==> config.mk <==
export PLATFORM = sky130hd
export DESIGN_NAME = preif_npc_gen
export DESIGN_NICKNAME = d
export VERILOG_FILES = /design/src/rtl/preif_npc_gen_pkg.sv /design/src/rtl/preif_redirect_arb.sv /design/src/rtl/preif_npc_gen.sv
export SDC_FILE = /design/constraint.sdc
export NUM_CORES = 1
export LEC_CHECK = 0
export ABC_AREA = 1
export BUFFER_PORTS_ARGS = -buffer_cell sky130_fd_sc_hd__buf_4
export CORE_MARGIN = 1
export CORE_UTILIZATION = 45
export DETAILED_ROUTE_END_ITERATION = 16
export GPL_TIMING_DRIVEN = 0
export PLACE_DENSITY = 0.85
export SLEW_MARGIN = 10
export SYNTH_ARGS = -nofsm -noshare
export SYNTH_HDL_FRONTEND = slang
export SYNTH_SLANG_ARGS = --single-unit
==> constraint.sdc <==
create_clock -name clk -period 1.9 [get_ports clk]
set_input_delay 0.285 -clock clk [delete_from_list [all_inputs] [get_ports clk]]
set_output_delay 0.285 -clock clk [all_outputs]
set_load 0.01 [all_outputs]
==> src/rtl/preif_npc_gen_pkg.sv <==
// rtl/preif_npc_gen_pkg.sv - shared types and constants for the PRE-IF next-PC generator
package preif_npc_gen_pkg;

    localparam logic [31:0] EXC_VECTOR_PC = 32'hBFC0_0000;

    typedef enum logic [1:0] {
        BOOT = 2'd0,
        RUN  = 2'd1,
        HALT = 2'd2
    } npc_state_t;

    // Fetch-block base address: pc with the in-block byte offset cleared.
    function automatic logic [31:0] block_base(input logic [31:0] pc, input logic [31:0] fb_bytes);
        return pc & ~(fb_bytes - 32'd1);
    endfunction

endpackage

==> src/rtl/preif_redirect_arb.sv <==
// rtl/preif_redirect_arb.sv - fixed-priority redirect selector, index 0 wins
module preif_redirect_arb #(
    parameter int NUM_REDIRECT = 4
) (
    input  logic [NUM_REDIRECT-1:0]    valid,
    input  logic [NUM_REDIRECT*32-1:0] target,
    output logic                       any,
    output logic [31:0]                sel_target
);

    // Scanning from the highest index down lets the lowest asserted index overwrite last.
    always_comb begin
        any        = 1'b0;
        sel_target = '0;
        for (int i = NUM_REDIRECT - 1; i >= 0; i--) begin
            if (valid[i]) begin
                any        = 1'b1;
                sel_target = target[i*32 +: 32];
            end
        end
    end

endmodule

==> src/rtl/preif_npc_gen.sv <==
// rtl/preif_npc_gen.sv - PRE-IF fetch PC holder, redirect resolution and fetch-block request
module preif_npc_gen
    import preif_npc_gen_pkg::*;
#(
    parameter int          FETCH_WIDTH  = 2,
    parameter int          NUM_REDIRECT = 4,
    parameter int          EPOCH_W      = 3,
    parameter logic [31:0] RESET_PC     = EXC_VECTOR_PC
) (
    input  logic                       clk,
    input  logic                       rst,
    input  logic [NUM_REDIRECT-1:0]    redirect_valid,
    input  logic [NUM_REDIRECT*32-1:0] redirect_target,
    input  logic                       bpu_valid,
    input  logic [31:0]                bpu_target,
    output logic                       req_valid,
    input  logic                       req_ready,
    output logic [31:0]                req_pc,
    output logic [FETCH_WIDTH-1:0]     req_mask,
    output logic [EPOCH_W-1:0]         req_epoch,
    output logic                       req_except,
    output logic                       flush_out
);

    localparam logic [31:0] FB_BYTES = 32'(FETCH_WIDTH * 4);
    localparam logic [31:0] OFF_MASK = FB_BYTES - 32'd1;

    npc_state_t         state, state_next;
    logic [31:0]        pc, pc_next;
    logic [EPOCH_W-1:0] epoch;
    logic               redir_any;
    logic [31:0]        redir_target;
    logic               handshake;
    logic [31:0]        seq_next;
    logic [31:0]        slot;

    preif_redirect_arb #(
        .NUM_REDIRECT(NUM_REDIRECT)
    ) u_arb (
        .valid      (redirect_valid),
        .target     (redirect_target),
        .any        (redir_any),
        .sel_target (redir_target)
    );

    always_comb begin
        seq_next = block_base(pc, FB_BYTES) + FB_BYTES;
        slot     = (pc & OFF_MASK) >> 2;
    end

    always_comb begin
        req_valid  = 1'b0;
        req_except = 1'b0;
        state_next = state;
        case (state)
            BOOT: state_next = RUN;
            RUN: begin
                req_valid  = !redir_any;
                req_except = (pc[1:0] != 2'b00);
                if (req_valid && req_ready && req_except)
                    state_next = HALT;
            end
            HALT: state_next = HALT;
            default: state_next = BOOT;
        endcase
        // A redirect overrides everything, including a same-cycle handshake.
        if (redir_any)
            state_next = RUN;
    end

    always_comb begin
        req_mask = '0;
        for (int i = 0; i < FETCH_WIDTH; i++)
            req_mask[i] = !req_except && (32'(i) >= slot);
    end

    always_comb begin
        handshake = req_valid && req_ready;
        pc_next   = pc;
        if (redir_any)
            pc_next = redir_target;
        else if (handshake)
            pc_next = bpu_valid ? bpu_target : seq_next;
    end

    always_ff @(posedge clk or posedge rst) begin
        if (rst) begin
            state     <= BOOT;
            pc        <= RESET_PC;
            epoch     <= '0;
            flush_out <= 1'b0;
        end else begin
            state     <= state_next;
            pc        <= pc_next;
            flush_out <= redir_any;
            if (redir_any)
                epoch <= epoch + 1'b1;
        end
    end

    assign req_pc    = pc;
    assign req_epoch = epoch;

endmodule

==> impl_results.rst <==
.. list-table::
   :header-rows: 1

   * - Metric
     - Value
   * - Post-synthesis instance total
     - 661
   * - Critical-path cell list
     - inv_1 > ha_1 > inv_1 > nor2_1 > nor2_1 > buf_4
   * - Pint
     - 0.00204 W
   * - Count of antenna-violating nets left after detailed routing
     - 0
   * - DRC marker count from the first detailed-route iteration
     - 397
   * - Hold Crit Class
     - in2async
   * - Final worst path period need
     - 1.79 ns
   * - Standard cell with the maximum stage delay on the critical path
     - sky130_fd_sc_hd__dfrtp_1
   * - Adder-Cell Fraction of Synth Area
     - 0.0128
   * - Power per cell area
     - 548 nW/um2
   * - Fraction of power spent switching nets
     - 0.346
   * - RSZ-0062 raised after global routing
     - false
   * - CTS clock-pin slew for the worst setup and hold paths
     - 0.09 ns
   * - Initial core utilization
     - 0.470
   * - Flip-flop and latch count after synthesis
     - 38
   * - Wire length of the first global-routing pass
     - 23500 um
   * - Clock latency reported for the late side of the worst-skew pair
     - 0.31 ns
   * - Nets
     - 1043
   * - Floorplan die height
     - 95.1 um
   * - Placer's final routability congestion estimate
     - 0.928
   * - Drt via density
     - 5.39
   * - Comb power frac
     - 0.377
   * - Total GRT Usage
     - 0.337
   * - Quantity of gates resized following cts
     - 0
   * - Fin. Hold Viols
     - 0
   * - Mean area per synthesized cell
     - 5.90 um2
   * - Total routed wirelength
     - 15100 um
   * - Reg2reg path depth
     - 9
   * - Worst hold slack after final layout
     - 0.149 ns
   * - Top_reg_cell synth
     - sky130_fd_sc_hd__dfrtp_1
   * - Count of final setup violators
     - 0
   * - Worst setup EP type
     - primary output
   * - Number of enable-type register cells in the synthesized netlist
     - 0
   * - Max-cap violations
     - 0
   * - Number of top-level pins
     - 208
   * - Period utilisation layout
     - 0.940
   * - Clock H-tree levels
     - 2
   * - Overall overflow remaining after global route
     - 0
   * - Sw power
     - 0.00108 W
   * - Setup Skew
     - 0.0158 ns
   * - Sum of net half-perimeters after detailed placement
     - 12300 um
   * - Relative slew slack
     - 0.438
   * - Total count of max-transition violations in the final report
     - 0
   * - Launch instance of the worst register-to-register path
     - req_pc[22]
   * - Total instance count after detailed placement
     - 969
   * - Area added between synthesis and finish
     - 46.0%
   * - Achievable frequency
     - 560 MHz
   * - CTS tree
     - built
   * - Sequential fraction of design power
     - 0.346
   * - Number of antenna cells inserted
     - 0
   * - Count of distinct cell types in the synthesized netlist
     - 31
   * - Total negative slack for setup checks
     - 0 ns
   * - Most common cell after layout, fill and taps aside
     - sky130_fd_sc_hd__nand2_1
   * - Worst voltage drop across the vdd grid
     - 281 uV
   * - Synthesized-area fraction occupied by and/or/nand/nor cells
     - 0.420
   * - Fraction of synthesized area in multiplexers
     - 0.00513
   * - Capture instance of the worst register-to-register path
     - req_pc[31]
   * - Final Power
     - 0.00312 W
   * - Post-cts hold buffer count
     - 0
   * - Placement-stage cell area
     - 5550 um2
   * - Clk sink count
     - 38
   * - Post-route design area
     - 5690 um2
   * - Arrival time worst endpoint
     - 1.50 ns
   * - Maximum root-to-sink buffer count
     - 2
   * - Port buffer count
     - 203
   * - Xor/xnor share of the synthesized area
     - 0.0180
   * - Critical Path Source Type
     - flip-flop
   * - Number of global-route vias before repair
     - 5001
   * - Compound-Gate Fraction of Synth Area
     - 0.207
   * - Commonest non-fill, non-tap cells in the layout
     - sky130_fd_sc_hd__nand2_1, sky130_fd_sc_hd__buf_4, sky130_fd_sc_hd__nor2_1
   * - Largest net degree at the start of global routing
     - 39
   * - Total standard cell area after synthesis
     - 3900 um2
   * - Dominant combinational cell family by area after synthesis
     - simple AND/OR/NAND/NOR gates
   * - Share of synthesized flip-flops with an asynchronous set or reset
     - 1.00
   * - CP required
     - 1.62 ns
   * - Length of the first detailed-routing pass in iterations
     - 5
   * - Area of the die
     - 9040 um2
   * - Part of the total power dissipated in the clock network
     - 0.277
   * - Register-to-register path setup slack
     - 0.27 ns
   * - Maximum single-stage delay on the critical path
     - 0.37 ns
   * - Sequential cell area fraction in the yosys report
     - 0.247
   * - Buffer count from post-CTS setup fixing
     - 0
   * - DRC violation count after routing
     - 0
   * - Drt wl/cell
     - 15.5 um
   * - Highest net fanout along the worst path
     - 3
   * - Worst setup path class
     - reg2out
   * - Width of the die
     - 95.1 um
   * - Fraction of layout cells with a size suffix above 1
     - 0.318
   * - Area of the core
     - 8300 um2
   * - Post-synthesis net count
     - 833
   * - Vias
     - 5270
   * - Root cell of the clock tree
     - sky130_fd_sc_hd__clkbuf_8
   * - Top Family by Delay on Critical Path
     - flip-flops
   * - Synth warnings
     - 0
   * - Row Count
     - 33
   * - CTS buffer count
     - 5
   * - Initial antenna violation count
     - 0
   * - Worst Path Buf+Inv
     - 3
   * - Leakage power summed over all cells
     - 2.86 nW
   * - Final cell count without fillers
     - 977
   * - Status
     - complete, no violations
   * - Slew of the pin with the lowest slew margin
     - 0.841 ns
==> cells in the mapped netlist, types with 6 or more instances <==
cell                         n  share of area
sky130_fd_sc_hd__a21oi_1    94           0.12
sky130_fd_sc_hd__buf_2      10          0.013
sky130_fd_sc_hd__buf_6       6          0.017
sky130_fd_sc_hd__clkbuf_1   12          0.012
sky130_fd_sc_hd__dfrtp_1    29           0.19
sky130_fd_sc_hd__dfstp_2     9          0.061
sky130_fd_sc_hd__inv_1      36          0.035
sky130_fd_sc_hd__nand2_1   214           0.21
sky130_fd_sc_hd__nand3_1    36          0.046
sky130_fd_sc_hd__nor2_1     98          0.094
sky130_fd_sc_hd__nor2_2     15          0.024
sky130_fd_sc_hd__nor2_4      7          0.020
sky130_fd_sc_hd__o211ai_1    8          0.015
sky130_fd_sc_hd__o21ai_0    43          0.055
sky130_fd_sc_hd__o21ai_1     6         0.0077
sky130_fd_sc_hd__xnor2_1     7          0.016
==> cell type report <==
class	instances	area, um2
plain buffers	33	200
clock buffers	5	68.8
clock inverters	3	68.8
fillers	761	2610
inverters	39	151
multi-input cells	551	2580
flip-flops and latches	38	962
well taps	105	131
repair buffers	203	1520
==> worst reg2reg max path, stage by stage (launching register included) <==
cell                      delay [ns]
sky130_fd_sc_hd__dfstp_2        0.60
sky130_fd_sc_hd__nand2_1        0.10
sky130_fd_sc_hd__nor2_1         0.28
sky130_fd_sc_hd__nand2_1        0.13
sky130_fd_sc_hd__nor2_1         0.15
sky130_fd_sc_hd__nand2_1        0.06
sky130_fd_sc_hd__nand2_1        0.05
sky130_fd_sc_hd__nand3_1        0.06
sky130_fd_sc_hd__nand2_1        0.07
sky130_fd_sc_hd__nand2_1        0.05
==> cells by family (layout without fill, tap and decap cells) <==
group / after synthesis / in the layout
xor+xnor: 8 / 8
flops: 38 / 38
simple gates: 383 / 383
compound gates: 154 / 154
buf+inv: 72 / 283
mux: 2 / 2
fa+ha+maj: 4 / 4
==> per-stage QoR <==
step	setup slack, ns	util
finish	0.114	0.686
global route	0.00462	0.686
CTS	0.123	0.686
detailed placement	0.291	0.669
global placement	0.197	0.669
floorplan	0.458	-
==> per-layer routing <==
layer	vias up	track usage	wire length, um
li1	2555	-	-
met1	2383	0.417	5940
met2	286	0.580	7400
met3	46	0.0518	1210
met4	0	0.141	558
met5	-	0	0
==> state kept, by name, indices dropped and copies added, names as in the netlist <==
register and cells:
req_pc 32, req_epoch 3, state 2, flush_out 1
==> worst max path at each step <==
stage | startpoint | endpoint | slack, ns | cells past startpoint
2_1_floorplan | req_pc[4] | req_pc[23] | 0.46 | 10
3_3_place_gp | rst | req_pc[21] | 0.20 | 2
3_5_place_dp | req_pc[3] | req_pc[25] | 0.29 | 10
4_1_cts | state[1] | req_mask[0] | 0.12 | 6
5_1_grt | state[1] | req_mask[1] | 0.005 | 6
6_report | state[1] | req_mask[0] | 0.11 | 6
==> power groups by stage <==
stage	clock, W	sequential, W	combinational, W
6_report	0.000864	0.00108	0.00118
3_5_place_dp	0	0.00109	0.00117
3_3_place_gp	0	0.00108	0.00114
5_1_grt	0.000889	0.00110	0.00129
2_1_floorplan	0	0.00110	0.000533
4_1_cts	0.000861	0.00107	0.00117
No activity file was read; power rests on OpenSTA's default activity.
